### config.mk
export PLATFORM = sky130hd
export DESIGN_NAME = pc_sequencer
export DESIGN_NICKNAME = d
export VERILOG_FILES = /design/src/rtl/pc_seq_pkg.sv /design/src/rtl/stall_timer.sv /design/src/rtl/pc_sequencer.sv
export SDC_FILE = /design/constraint.sdc
export NUM_CORES = 1
export LEC_CHECK = 0
export CAP_MARGIN = 20
export CORE_UTILIZATION = 40
export DETAILED_ROUTE_END_ITERATION = 16
export PLACE_DENSITY = 0.77
export RECOVER_POWER = 25
export SYNTH_ARGS = -nofsm -noshare
export SYNTH_HDL_FRONTEND = slang
export SYNTH_SLANG_ARGS = --single-unit
### constraint.sdc
create_clock -name CLK -period 2.21 [get_ports CLK]
set_input_delay 0.221 -clock CLK [delete_from_list [all_inputs] [get_ports CLK]]
set_output_delay 0.221 -clock CLK [all_outputs]
set_load 0.02 [all_outputs]
### src/rtl/pc_seq_pkg.sv
// Shared types and constants for the PC sequencer and its stall timer.
package pc_seq_pkg;

  // Sequencer states: normal flow, load-use countdown, waiting on imem,
  // and holding a redirect that could not be issued yet.
  typedef enum logic [1:0] {
    ST_RUN     = 2'd0,
    ST_HOLD    = 2'd1,
    ST_MEMWAIT = 2'd2,
    ST_REDIR   = 2'd3
  } seq_state_t;

  // Sequential fetch stride in bytes.
  localparam int PC_INC = 4;

  // Default datapath/address width.
  localparam int WL_DEF = 32;

  // Width of the load-use stall counter (supports up to 7 stall cycles).
  localparam int LU_W = 3;

endpackage

### src/rtl/stall_timer.sv
// Small down-counter used to time load-use stalls. Load wins over
// decrement, clear wins over everything; it parks at zero.
module stall_timer
  import pc_seq_pkg::*;
(
  input  logic            CLK,
  input  logic            RST,
  input  logic            clear,
  input  logic            load,
  input  logic [LU_W-1:0] load_val,
  input  logic            dec,
  output logic [LU_W-1:0] count,
  output logic            zero
);

  // Counter register: reset/clear, (re)load, or count down toward zero.
  always_ff @(posedge CLK) begin
    if (RST || clear) begin
      count <= '0;
    end else if (load) begin
      count <= load_val;
    end else if (dec && (count != '0)) begin
      count <= count - LU_W'(1);
    end
  end

  assign zero = (count == '0);

endmodule

### src/rtl/pc_sequencer.sv
// Next-PC selection and pipeline stall/flush control. All outputs are
// combinational so the PC register consumes them at the same edge.
module pc_sequencer
  import pc_seq_pkg::*;
#(
  parameter int WL     = WL_DEF,
  parameter int LU_CYC = 1
)
(
  input  logic          CLK,
  input  logic          RST,
  input  logic [WL-1:0] PC,
  input  logic          br_taken,
  input  logic [WL-1:0] br_target,
  input  logic          jmp,
  input  logic [WL-1:0] jmp_target,
  input  logic          lu_hazard,
  input  logic          imem_ready,
  output logic [WL-1:0] PC_,
  output logic          stall,
  output logic          flush_ifid,
  output logic          flush_idex,
  output logic          tgt_err
);

  seq_state_t      state;
  seq_state_t      state_next;
  logic [WL-1:0]   pend_tgt;
  logic [WL-1:0]   pend_tgt_next;
  logic            pend_is_br;
  logic            pend_is_br_next;
  logic            pend_valid_next;
  logic [WL-1:0]   pc_inc;
  logic            mem_busy;
  logic            hold_busy;
  logic            stall_raw;
  logic            timer_zero;
  logic [LU_W-1:0] timer_count;

  // A taken branch squashes the hazarding instruction, so it clears the
  // countdown and suppresses a simultaneous reload.
  stall_timer u_stall_timer (
    .CLK      (CLK),
    .RST      (RST),
    .clear    (br_taken),
    .load     (lu_hazard & ~br_taken),
    .load_val (LU_W'(LU_CYC - 1)),
    .dec      (1'b1),
    .count    (timer_count),
    .zero     (timer_zero)
  );

  // Next-PC, stall/flush outputs, pending-redirect update and next state.
  always_comb begin
    pc_inc          = PC + WL'(PC_INC);
    mem_busy        = ~imem_ready;
    hold_busy       = lu_hazard | ~timer_zero;
    stall_raw       = hold_busy | mem_busy;

    PC_             = pc_inc;
    stall           = 1'b0;
    flush_ifid      = 1'b0;
    flush_idex      = 1'b0;
    pend_valid_next = (state == ST_REDIR);
    pend_is_br_next = pend_is_br;
    pend_tgt_next   = pend_tgt;
    state_next      = ST_RUN;

    if (br_taken) begin
      PC_        = br_target;
      flush_ifid = 1'b1;
      flush_idex = 1'b1;
      if (mem_busy) begin
        pend_valid_next = 1'b1;
        pend_is_br_next = 1'b1;
        pend_tgt_next   = br_target;
      end else begin
        pend_valid_next = 1'b0;
        pend_is_br_next = 1'b0;
      end
    end else if (jmp) begin
      PC_ = jmp_target;
      if (stall_raw) begin
        stall = 1'b1;
        if (!((state == ST_REDIR) && pend_is_br)) begin
          pend_valid_next = 1'b1;
          pend_is_br_next = 1'b0;
          pend_tgt_next   = jmp_target;
        end
      end else begin
        flush_ifid      = 1'b1;
        pend_valid_next = 1'b0;
        pend_is_br_next = 1'b0;
      end
    end else if ((state == ST_REDIR) && imem_ready && !hold_busy) begin
      PC_             = pend_tgt;
      flush_ifid      = 1'b1;
      pend_valid_next = 1'b0;
      pend_is_br_next = 1'b0;
    end else begin
      stall = stall_raw;
    end

    if (pend_valid_next) begin
      state_next = ST_REDIR;
    end else if (!br_taken && mem_busy) begin
      state_next = ST_MEMWAIT;
    end else if (!br_taken && (lu_hazard ? (LU_CYC > 1) : (timer_count > LU_W'(1)))) begin
      state_next = ST_HOLD;
    end else begin
      state_next = ST_RUN;
    end

    if (RST) begin
      PC_             = pc_inc;
      stall           = 1'b0;
      flush_ifid      = 1'b0;
      flush_idex      = 1'b0;
      pend_valid_next = 1'b0;
      pend_is_br_next = 1'b0;
      pend_tgt_next   = '0;
      state_next      = ST_RUN;
    end
  end

  // State and pending-redirect registers.
  always_ff @(posedge CLK) begin
    if (RST) begin
      state      <= ST_RUN;
      pend_tgt   <= '0;
      pend_is_br <= 1'b0;
    end else begin
      state      <= state_next;
      pend_tgt   <= pend_tgt_next;
      pend_is_br <= pend_is_br_next;
    end
  end

  // Sticky flag for an issued zero next-PC, which the PC register ignores.
  always_ff @(posedge CLK) begin
    if (RST) begin
      tgt_err <= 1'b0;
    end else if (!stall && (PC_ == '0)) begin
      tgt_err <= 1'b1;
    end
  end

endmodule

; ---- Yosys cells after proc, flatten, opt, wreduce, memory -nomap -nowiden
; Index checks and enable logic that the tools add are counted.
; Widths: inputs -> output; s select.
[totals]
in_bits = 102
output_inout_bits = 36
ff_bits = 39
wordCells = 73
[classes]
n_reduce_logical = 19
bitwise_logic = 6
n_eq_ne = 4
add_sub_neg = 2
muxes = 36
order_cmp = 1
[ops]
columns = cell, count
row1 = $mux 32, 9
row2 = $add 32x3->32 const B, 1
row3 = $logic_not 32->1, 1
row4 = $mux 1, 25
row5 = $logic_and 1x1->1, 6
row6 = $reduce_bool 3->1, 2
row7 = $mux 2, 2
row8 = $ne 2x2->1 const B, 2
row9 = $ne 4x4->1 const B, 1
row10 = $reduce_and 4->1, 1
row11 = $reduce_bool 2->1, 2
row12 = $gt 3x1->1 const B, 1
row13 = $logic_not 1->1, 3
row14 = $logic_not 3->1, 1
row15 = $not 1->1, 3
row16 = $sub 3x1->3 const B, 1
row17 = $eq 2x2->1 const B, 1
row18 = $or 1x1->1, 2
row19 = $reduce_and 2->1, 1
row20 = $reduce_or 2->1, 1
row21 = $and 1x1->1, 1
row22 = $logic_or 1x1->1, 1

; ---- Longest topological paths before layout
[depth]
word_depth = 11
depth_mapped = 11

; ---- By module
; A second synthesis with hierarchy kept.
[hier_totals]
cells_unflattened = 493
hier_area_um2 = 3749.8
[modules_own_cells]
columns = mod, cells_each, instances, area_each_um2
row1 = pc_sequencer, 471, 1, 3563.4
row2 = stall_timer, 22, 1, 186.4

; ---- Least setup slack after synthesis
; No wires, ideal clock.
[synth_timing]
path_kind = register to register
startpoint = register u_stall_timer.count[0]
endpoint = register tgt_err
slack_ns = -0.346
n_path_buf = 1
t_arrival_ns = 2.418
setup_time_ns = 0.138
path_stages_with_launch = 11
t_required_ns = 2.072
path_cell_list = dfxtp_1 inv_1 ha_1 nand4bb_1 buf_2 nor3_1 a221oi_1 o32ai_1 nor3_1 nand4b_1 o32ai_2
[synth_between]
elab_chain_len = 11
[synth_rtl]
columns = element, line_no
row1 = "start, declared", stall_timer.sv:12  ; output logic [LU_W-1:0] count,
row2 = "start signal, assigned", stall_timer.sv:21  ; count <= load_val;
row3 = "start signal, assigned", stall_timer.sv:23  ; count <= count - LU_W'(1);
row4 = $logic_not 3->1, stall_timer.sv:27  ; assign zero = (count == '0);
row5 = $not 1->1, pc_sequencer.sv:57  ; hold_busy = lu_hazard | ~timer_zero;
row6 = $or 1x1->1, pc_sequencer.sv:57
row7 = $logic_not 1->1, pc_sequencer.sv:95  ; end else if ((state == ST_REDIR) && imem_ready && !hold_busy) begin
row8 = $logic_and 1x1->1, pc_sequencer.sv:95
row9 = $mux 32, pc_sequencer.sv:95
row10 = $mux 32, pc_sequencer.sv:81  ; end else if (jmp) begin
row11 = $mux 32, pc_sequencer.sv:69  ; if (br_taken) begin
row12 = $mux 32, pc_sequencer.sv:114  ; if (RST) begin
row13 = named net PC_[18], pc_sequencer.sv:19  ; output logic [WL-1:0] PC_,
row14 = $logic_not 32->1, pc_sequencer.sv:143  ; end else if (!stall && (PC_ == '0)) begin
row15 = $logic_and 1x1->1, pc_sequencer.sv:143
row16 = "end signal, assigned", pc_sequencer.sv:142  ; tgt_err <= 1'b0;
row17 = "end signal, assigned", pc_sequencer.sv:144  ; tgt_err <= 1'b1;
row18 = "end, declared", pc_sequencer.sv:23  ; output logic tgt_err
; The timed path passes the listed nets, and every way through them passes these cells.
; A chain may end at the register's enable or synchronous reset.

; ---- Final worst setup path
[layout_timing]
startpoint = register u_stall_timer.count[1]
endpoint = register tgt_err
[layout_between]
elab_chain_len = 11
[layout_rtl]
columns = element, line_no
row1 = $logic_not 3->1 *, stall_timer.sv:27
row2 = $not 1->1 *, pc_sequencer.sv:57
row3 = $or 1x1->1 *, pc_sequencer.sv:57
row4 = $logic_not 1->1, pc_sequencer.sv:95
row5 = $logic_and 1x1->1, pc_sequencer.sv:95
row6 = $mux 32 or $mux 1 (tied branches), pc_sequencer.sv:95
row7 = $mux 32 or $mux 1 (tied branches), pc_sequencer.sv:81
row8 = $mux 32 or $mux 1 (tied branches), pc_sequencer.sv:69
row9 = $mux 32 or $mux 1 (tied branches), pc_sequencer.sv:114
row10 = $logic_not 32->1 or $logic_not 1->1 (tied branches), pc_sequencer.sv:143
row11 = $logic_and 1x1->1 *, pc_sequencer.sv:143
; Mark *: on every way between the ends. The rest lies on a longest branch, timed or not.

==> reports/qor.yml <==
worst_setup_path:
  startpoint_type: "flip-flop"
  worstPathMaxFanout: 6
  end_kind: "flip-flop"
  required_ns: 2.44
  critical_path_class: "reg2reg"
  worstPathArrival_ns: 2.81
  r2r_cells: 13
timing:
  fin_crit_ns: 2.58
  fin_ws_ns: -0.373
  grt_setup_unrepaired: "true"
  hold_viol: 0
  final-setup-viol-count: 31
  finalCritPeriodShare_pct: 117
  drv_slew: 0
  clock.fmax_mhz: 387
  worst_pin_slew_ns: 0.583
  finalSetupTns_ns: -4.06
  finalClockSkew_ns: 0.00752
  slew_headroom_pct: 60.8
final_layout:
  utilization_pct: 80.4
  fin_nets: 869
  final-instance-count-excl-fill: 875
  final_cell_mix: "buf_4 (145), clkdlybuf4s50_1 (82), nor2_1 (47), buf_6 (40), dfxtp_1 (37)"
  synthToLayoutAreaGrowth_pct: 96.4
  diodes: 0
  num-fill-cells: 553
  layout_commonest_cell: "buf_4"
  fin_area_sq_mm: 0.00739
  layout-drive-gt1-share_pct: 43.3
drt:
  drt_iter0_drc: 572
  antenna_left: 0
  drcViolationCount: 0
  vias: 5709
  dr.pass1.iters: 5
  wl_per_cell_um: 22.9
  drt_wl_total_um: 20000
  drt-vias-per-instance: 6.52
clock_network:
  htreeDepth: 2
  cts_tree: "done"
  clk_pin_slew_ns: 0.09
  cts_buffers: 5
  cts_buffer_depth: 2
  cts_root_buffer: "clkbuf_8"
  holdBufCountCts: 0
  clock_latency_ns: 0.31
  clock-sinks: 39
place:
  placed_area_sq_mm: 0.00625
  dp.final_hpwl_um: 12900
  io_buffers: 137
  gp_congestion: 0.935
  place_inst: 837
hold_path:
  worstHoldPathCells: 3
  hp-class: "in2reg"
die:
  row_count: 35
  chipHeight_um: 99
  dieArea_sq_mm: 0.00980
  die_w_um: 99
  core_sq_mm: 0.00920
  boundaryPins: 138
  start_util_pct: 40.9
grt:
  gr-max-usage-layer: "met2"
  grtUsageMet3_pct: 4.68
  grt_pass1_vias: 5360
  use_met1_pct: 46.1
  grt_overflow_total: 0
  track_usage_pct: 36.0
  grt_pass1_wl_um: 27800
  grt_util_met2_pct: 61.2
  antenna_found_initial: 0
  grt_max_degree: 30
synth:
  ys_warn_count: 0
  async_flop_share_pct: 0
  ys_ff_latch: 39
  synthCells: 495
  synth-edff-count: 0
  yosysSeqAreaShare_pct: 20.7
  synth.distinct_cells: 66
  synth_ff_type: "dfxtp_1"
  syn_area_sq_mm: 0.00376
  avgSynthCellArea_sq_um: 7.60
  synthesis.nets: 601
pwr:
  static-leakage-power_nw: 2.97
  p_total_mw: 2.94
  power_density_mw_per_mm2: 398
  ir_worst_vdd_mv: 0.274
status:
  run_status: "finished with violations"
  violations: "setup timing"
flow_run:
  maxCapViolCount: 0
-- layout make-up --
| cell class | count | area, sq um | area share (%) |
|---|---|---|---|
| Clock inverter | 2 | 35.0 | 0.474 |
| Multi-Input combinational cell | 392 | 3520 | 47.6 |
| Inverter | 23 | 88.8 | 1.20 |
| Sequential cell | 39 | 783 | 10.6 |
| Tap cell | 111 | 139 | 1.88 |
| Clock buffer | 6 | 82.6 | 1.12 |
| Timing Repair Buffer | 302 | 2750 | 37.2 |
-- final timing paths --
path                                                     startpoint                   endpoint  slack, ns
worst max-delay path            u_stall_timer.count[1]$_SDFFE_PP0P_       tgt_err$_SDFFE_PP0P_      -0.37
worst min-delay path                                            RST  pend_tgt[22]$_SDFFE_PP0P_       0.36
worst max register to register  u_stall_timer.count[1]$_SDFFE_PP0P_       tgt_err$_SDFFE_PP0P_      -0.37
worst min register to register            pend_tgt[14]$_SDFFE_PP0P_  pend_tgt[14]$_SDFFE_PP0P_       0.51
-- cell usage after synthesis (all sizes together) (3+ instances only) --
master / n / area, sq um
nor2: 51 / 191
dfxtp: 39 / 781
mux2i: 35 / 350
a211oi: 34 / 255
clkbuf: 26 / 97.6
nand2: 24 / 90.1
o21ai: 24 / 124
inv: 23 / 86.3
a21oi: 21 / 105
nand3: 18 / 113
xnor2: 18 / 158
buf: 15 / 75.1
o211ai: 15 / 118
nor4: 11 / 75.1
a221oi: 10 / 87.6
nand4: 10 / 75.1
o22ai: 10 / 62.6
nor2b: 9 / 56.3
nor3: 9 / 45.0
o41ai: 8 / 70.1
or4: 8 / 63.8
nand4b: 6 / 52.6
a221o: 5 / 50.1
nor4b: 5 / 43.8
and4: 4 / 35.0
ha: 4 / 50.1
nand2b: 4 / 25.0
o21a: 4 / 30.0
nand3b: 3 / 22.5
nor3b: 3 / 22.5
o221ai: 3 / 26.3
o32ai: 3 / 33.8
-- stage by stage --
| step | hold WS, ns | setup WS (ns) |
|---|---|---|
| 3_5_place_dp | 0.488 | -0.762 |
| 2_1_floorplan | 0.290 | -0.0149 |
| 6_report | 0.362 | -0.373 |
| 3_3_place_gp | 0.470 | -0.717 |
| 5_1_grt | 0.377 | -0.452 |
| 4_1_cts | 0.340 | -0.278 |
-- flip-flops by register name, summed over array words and instances (netlist names) --
register,cells
u_stall_timer.count,3
state,2
pend_is_br,1
pend_tgt,32
tgt_err,1
-- logic make-up (layout without fill, tap and decap cells) --
group,Yosys count,count (layout),synth area share [%]
buffers and inverters,64,333,6.88
and+or+nand+nor,175,175,26.2
AOI/OAI and AO/OA,158,158,30.9
xor gates and xnor gates,20,20,4.65
DFF,39,39,20.7
adders and majority gates,4,4,1.33
muxes,35,35,9.31
-- worst max-delay path, stage by stage, from the launching register on --
cell and delay, ns:
dfxtp_2 0.36, inv_2 0.06, ha_4 0.16, nand4bb_1 0.12, buf_6 0.17, buf_8 0.15, o41ai_4 0.07, a22oi_2 0.20
buf_4 0.16, nand4b_1 0.14, nor4_2 0.33, buf_4 0.18, nand4b_1 0.14, o32ai_2 0.27
-- metal layers --
layer  share of wire (%)  routed length (um)
met3                 8.6                1720
met2                  47                9440
met5                   0                   0
met1                  39                7780
met4                 5.3                1060
-- report_power, final --
part	switching, mW	leakage [nW]	internal, mW	total (mW)
clock	0.297	0.0612	0.366	0.663
sequential	0.0405	0.324	0.760	0.800
combinational	0.750	2.58	0.729	1.48
-- what timing repair did --
action	4_1_cts	5_1_grt
hold endpoints to repair	0	0
endpoints found under the setup margin	37	66
gates resized for setup	266	92
gates cloned	1	0
pin swaps	49	25
setup buffers	20	11
(Power assumes the default switching activity.)
